## src/rtl/seq_pattern_detector.sv

```systemverilog
// ---------------------------------------------------------------------------
// seq_pattern_detector
//
// Watches a qualified serial bit stream for a programmable PAT_W-bit pattern.
// It is the parametrised successor to the fixed four-ones detector; the
// default parameters still detect four consecutive ones.
//
// Build option: define SEQ_DET_MASK_EN to add pattern_mask_in. The mask is
// latched with pattern_in on pattern_load, and a 0 mask bit makes that
// history position a don't-care. The mask register resets to all-ones.
// Without the macro the port does not exist and every bit is compared.
//
// Handshake: a bit is accepted on a rising clk edge when in_valid is high.
// There is no back-pressure, so every qualified bit is consumed.
// pattern_load takes priority, and a bit presented with it is dropped.
//
// Ports:
//   clk             in   1        rising-edge clock
//   reset           in   1        asynchronous active-high reset
//   data_in         in   1        serial data bit
//   in_valid        in   1        qualifies data_in
//   pattern_in      in   PAT_W    new pattern, MSB is the oldest bit
//   pattern_mask_in in   PAT_W    compare mask (SEQ_DET_MASK_EN only)
//   pattern_load    in   1        strobe: latch pattern, clear history/fill
//   overlap_en      in   1        1 = overlapping, 0 = non-overlapping
//   count_clr       in   1        synchronous clear of det_count/count_sat
//   det             out  1        registered one-cycle match pulse
//   det_count       out  COUNT_W  saturating match count
//   count_sat       out  1        sticky: det_count reached all-ones
// ---------------------------------------------------------------------------
module seq_pattern_detector #(
  parameter int                PAT_W           = 4,
  parameter logic [PAT_W-1:0]  DEFAULT_PATTERN = PAT_W'(4'b1111),
  parameter int                COUNT_W         = 8
) (
  input  logic               clk,
  input  logic               reset,
  input  logic               data_in,
  input  logic               in_valid,
  input  logic [PAT_W-1:0]   pattern_in,
`ifdef SEQ_DET_MASK_EN
  input  logic [PAT_W-1:0]   pattern_mask_in,
`endif
  input  logic               pattern_load,
  input  logic               overlap_en,
  input  logic               count_clr,
  output logic               det,
  output logic [COUNT_W-1:0] det_count,
  output logic               count_sat
);

  // The fill counter has to hold the values 0..PAT_W inclusive.
  localparam int                 FILL_W    = $clog2(PAT_W + 1);
  localparam logic [FILL_W-1:0]  FILL_FULL = FILL_W'(PAT_W);
  localparam logic [COUNT_W-1:0] COUNT_MAX = '1;

  logic [PAT_W-1:0]  pattern_q;
  logic [PAT_W-1:0]  history_q;
  logic [PAT_W-1:0]  hist_next;
  logic [PAT_W-1:0]  mask_q;
  logic [FILL_W-1:0] fill_q;
  logic [FILL_W-1:0] fill_next;
  logic              match;

`ifdef SEQ_DET_MASK_EN
  always_ff @(posedge clk or posedge reset) begin
    if (reset) begin
      mask_q <= '1;
    end else if (pattern_load) begin
      mask_q <= pattern_mask_in;
    end
  end
`else
  assign mask_q = '1;
`endif

  // The history and fill values as they would be after accepting data_in.
  // A match is judged on these post-update values.
  always_comb begin
    hist_next = {history_q[PAT_W-2:0], data_in};
    fill_next = (fill_q == FILL_FULL) ? fill_q : fill_q + 1'b1;
    match     = in_valid && !pattern_load && (fill_next == FILL_FULL) &&
                (((hist_next ^ pattern_q) & mask_q) == '0);
  end

  always_ff @(posedge clk or posedge reset) begin
    if (reset) begin
      pattern_q <= DEFAULT_PATTERN;
      history_q <= '0;
      fill_q    <= '0;
      det       <= 1'b0;
    end else if (pattern_load) begin
      pattern_q <= pattern_in;
      history_q <= '0;
      fill_q    <= '0;
      det       <= 1'b0;
    end else if (in_valid) begin
      det <= match;
      if (match && !overlap_en) begin
        // A non-overlapping match consumes its bits, so the next match
        // needs PAT_W fresh bits.
        history_q <= '0;
        fill_q    <= '0;
      end else begin
        history_q <= hist_next;
        fill_q    <= fill_next;
      end
    end else begin
      det <= 1'b0;
    end
  end

  // Match counter. A clear wins over a coincident match; det still pulses.
  always_ff @(posedge clk or posedge reset) begin
    if (reset) begin
      det_count <= '0;
      count_sat <= 1'b0;
    end else if (count_clr) begin
      det_count <= '0;
      count_sat <= 1'b0;
    end else if (match && (det_count != COUNT_MAX)) begin
      det_count <= det_count + 1'b1;
      if (det_count == COUNT_MAX - 1'b1) begin
        count_sat <= 1'b1;
      end
    end
  end

endmodule

```

## config.mk

```make
export PLATFORM = sky130hd
export DESIGN_NAME = seq_pattern_detector
export DESIGN_NICKNAME = d
export VERILOG_FILES = /design/src/rtl/seq_pattern_detector.sv
export SDC_FILE = /design/constraint.sdc
export NUM_CORES = 1
export LEC_CHECK = 0
export ABC_AREA = 1
export BUFFER_PORTS_ARGS = -buffer_cell sky130_fd_sc_hd__buf_2
export CAP_MARGIN = 40
export CORE_ASPECT_RATIO = 0.7
export CORE_UTILIZATION = 62
export CTS_BUF_LIST = sky130_fd_sc_hd__clkbuf_4 sky130_fd_sc_hd__clkbuf_8
export DETAILED_ROUTE_END_ITERATION = 6
export GPL_ROUTABILITY_DRIVEN = 0
export PLACE_DENSITY = 0.89
export SETUP_SLACK_MARGIN = 0.3
export SLEW_MARGIN = 20
export SYNTH_ARGS = -nofsm -noshare
export SYNTH_HDL_FRONTEND = slang
export SYNTH_SLANG_ARGS = --single-unit
```

## constraint.sdc

```tcl
create_clock -name clk -period 3.51 [get_ports clk]
set_input_delay 0.351 -clock clk [delete_from_list [all_inputs] [get_ports clk]]
set_output_delay 0.351 -clock clk [all_outputs]
set_load 0.05 [all_outputs]
```

==> impl_results.md <==
- Post-Syn Area per Cell: 7.13 um2
- Most common cell after layout, fill and taps aside: nand2_1
- Worst slew pin tran: roughly 0.75 ns
- Largest family of logic cells by synthesized area: simple AND/OR/NAND/NOR gates
- Lkg Pwr: between 0.8 and 0.9 nW
- Max Slew Vio Count: 0
- FF-to-FF path depth: 6
- Largest net degree at the start of global routing: 21
- Final core occ: between 70% and 80%
- IO Port Bufs: 20
- R2r setup slk: 1.62 ns
- TritonRoute pass-1 iters: 4
- Final period utilization: 54.0%
- Multi-input logic area: about 620 um2
- Setup Fix Bufs, Post-CTS: 0
- Dpl hpwl: between 2000 and 2500 um
- Peak supply drop: 0.318 mV
- Clock network fraction of total power: between 20 and 30%
- CTS tree: built
- Routed Antenna Nets: 0
- Number of distinct library cells after synthesis: 24
- Worst-skew pair later-pin latency: just over 0.3 ns
- Fin crit period: ~1.9 ns
- Gr usage total: about 27%
- Max cap viols: 0
- Pre-CTS setup slack: approximately 1.7 ns
- Clock Sinks: 20
- Area after DPL: approximately 1400 um2
- Net Sw Power: between 0.0001 and 0.00015 W
- DR iter-0 viols: 50
- Crit path from: det_count[1]
- Fin area: 1410 um2
- H-tree depth: 1
- WS Path Type: reg2reg
- Multiplexer area fraction after synthesis: 0%
- Gate count of the mapped netlist: about 180
- Switching fraction of total power: a little over a quarter
- Crit path largest cell delay: 0.53 ns
- First-pass GRT wire length: about 4300 um
- Syn_nets: between 150 and 200
- Worst EP arrival: approximately 2.1 ns
- Root Driver: clkbuf_4
- Flop pwr share: 55.7%
- Synthesized cell area: between 1000 and 1500 um2
- Total CTS buffers: 3
- Register clock-pin slew on the reported worst setup and hold paths: approximately 0.1 ns
- PnR worst setup slack: 1.62 ns
- Chip height: about 40 um
- Synth Warn #: 0
- Cells along the critical path: ha_1 > nand2_2 > or2_0 > nand3_4 > nand3_1 > nand2_1
- CP startpoint kind: flip-flop
- Post-Synth Simple-Gate Area: between 30% and 40%
- Post-synthesis sequential area ratio: between 30% and 40%
- Element type at the critical path end: flip-flop
- Highest clock rate: around 0.53 GHz
- Die Width: 56.1 um
- Final Hold Violating Endpoints: 0
- WHS: 0.157 ns
- RR Startpoint: det_count[1]
- Setup TNS Final: 0 ns
- PD cells: 314 nW/um2
- Antenna violations before repair: 0
- Yosys reg bits: 20
- Adder-cell share of the synthesized area: between 3 and 4%
- Post-CTS Hold Buffers: 0
- Routed len/inst: about 12 um
- Total grt overflow: 0
- Total number of vias: approximately 1,200
- Total core area: about 1900 um2
- Crit-path slowest cell: or2_0
- Final nets: 215
- P_int: about 0.00033 W
- Post-synthesis compound-gate area fraction: between 2 and 3%
- Worst Hold Class: in2async
- Synth-to-Final Area Change: 11.2%
- Commonest cells after routing, fill and taps aside: nand2_1, inv_1, buf_2
- Resize count post-CTS: 0
- Run status: finished clean
- Deepest clock path buffer count: 2
- Io pins: 21
- Number of core rows: 13
- Slew headroom: between 40% and 50%
- Fraction of layout cells with a size suffix above 1: about 19%
- Remaining DRCs: 0
- Vias in the first global route: around 990
- Clk_skew: a little over 0.004 ns
- Initial Util: 67.3%
- Post-Route WL: around 2700 um
- RSZ-0062 raised after global routing: no
- Critical Path RT: roughly 3.7 ns
- Filler Cell Count: 160
- Crit-path max FO: 10
- Antenna fix cells: 0
- Gate power share: between 10% and 20%
- Register area: slightly above 500 um2
- Worst R2R End: det_count[1]
- Die area: approximately 2200 um2
- Average vias per placed instance: ~5.3
- Final setup vio count: 0
- XOR/XNOR Fraction of Synth Area: 3.45%
[synthesized netlist by cell type]
library cell | n | share of area (%)
a21oi_1 | 1 | 0.39
buf_2 | 2 | 0.79
buf_6 | 1 | 0.89
dfrtp_1 | 16 | 32
dfstp_2 | 4 | 8.3
ha_1 | 4 | 3.9
inv_1 | 30 | 8.9
inv_2 | 4 | 1.2
nand2_1 | 55 | 16
nand2_2 | 1 | 0.49
nand2_4 | 1 | 0.89
nand3_1 | 17 | 6.7
nand3_2 | 1 | 0.79
nand3_4 | 1 | 1.4
nand3b_1 | 1 | 0.59
nand4_1 | 11 | 5.4
nor2_1 | 14 | 4.1
nor2_2 | 1 | 0.49
nor4_1 | 1 | 0.49
o21ai_0 | 4 | 1.6
o22ai_1 | 2 | 0.99
or2_0 | 1 | 0.49
xnor2_1 | 2 | 1.4
xor2_1 | 3 | 2.1
[per-stage QoR]
| step | power (W) | cells |
|---|---|---|
| floorplan | 0.000297 | 178 |
| detailed placement | 0.000316 | 217 |
| global placement | 0.000311 | 217 |
| finish | 0.000444 | 221 |
| global route | 0.000470 | 221 |
| CTS | 0.000451 | 221 |
[registers in the layout, summed over array words and instances (netlist names)]
register,flops
history_q,3
pattern_q,4
fill_q,3
det_count,8
count_sat,1
det,1
[critical path, delay by kind of cell (launching register included)]
family        cells  cell delay [ns]
simple gates      5             1.07
fa+ha+maj         1             0.25
flops             1             0.47
[how the worst max path moves through the flow]
stage | slack (ns) | cells after the start | to
finish | 1.62 | 6 | det_count[1]
global route | 1.51 | 6 | det_count[1]
CTS | 1.68 | 6 | det_count[1]
detailed placement | 1.71 | 6 | det_count[1]
global placement | 1.85 | 6 | det_count[2]
floorplan | 1.79 | 7 | det_count[4]
[cells by family after synthesis]
family,count (synthesis)
AO/OA/AOI/OAI,7
buffers and inverters,37
XOR/XNOR,5
flip-flops,20
AND/OR/NAND/NOR,105
adder cells (fa/ha/maj),4
[power groups by stage]
| stage | clock network (W) | logic [W] | registers, W |
|---|---|---|---|
| final | 0.000132 | 0.0000644 | 0.000247 |
| after global routing | 0.000148 | 0.0000745 | 0.000248 |
| after CTS | 0.000139 | 0.0000644 | 0.000247 |
| after detailed placement | 0 | 0.0000641 | 0.000251 |
| after global placement | 0 | 0.0000600 | 0.000251 |
| after floorplan | 0 | 0.0000474 | 0.000250 |
[area by class of cell]
cell class,count,share of cell area (%)
flip-flops and latches,20,35.8
repair buffers,20,7.09
multi-input cells,121,43.6
clock buffers,4,2.57
well taps,22,1.95
inverters,34,9.03
[routing by layer]
| metal | share of wire [%] | GRT usage, % | wire length, um | up-vias |
|---|---|---|---|---|
| met5 | 0 | 0 | 0 | - |
| met1 | 47 | 34.8 | 1290 | 531 |
| met4 | 0.88 | 7.93 | 24 | 0 |
| met2 | 47 | 45.2 | 1270 | 27 |
| met3 | 5.0 | 7.26 | 137 | 5 |
| li1 | - | - | - | 604 |
(Power assumes the default switching activity.)
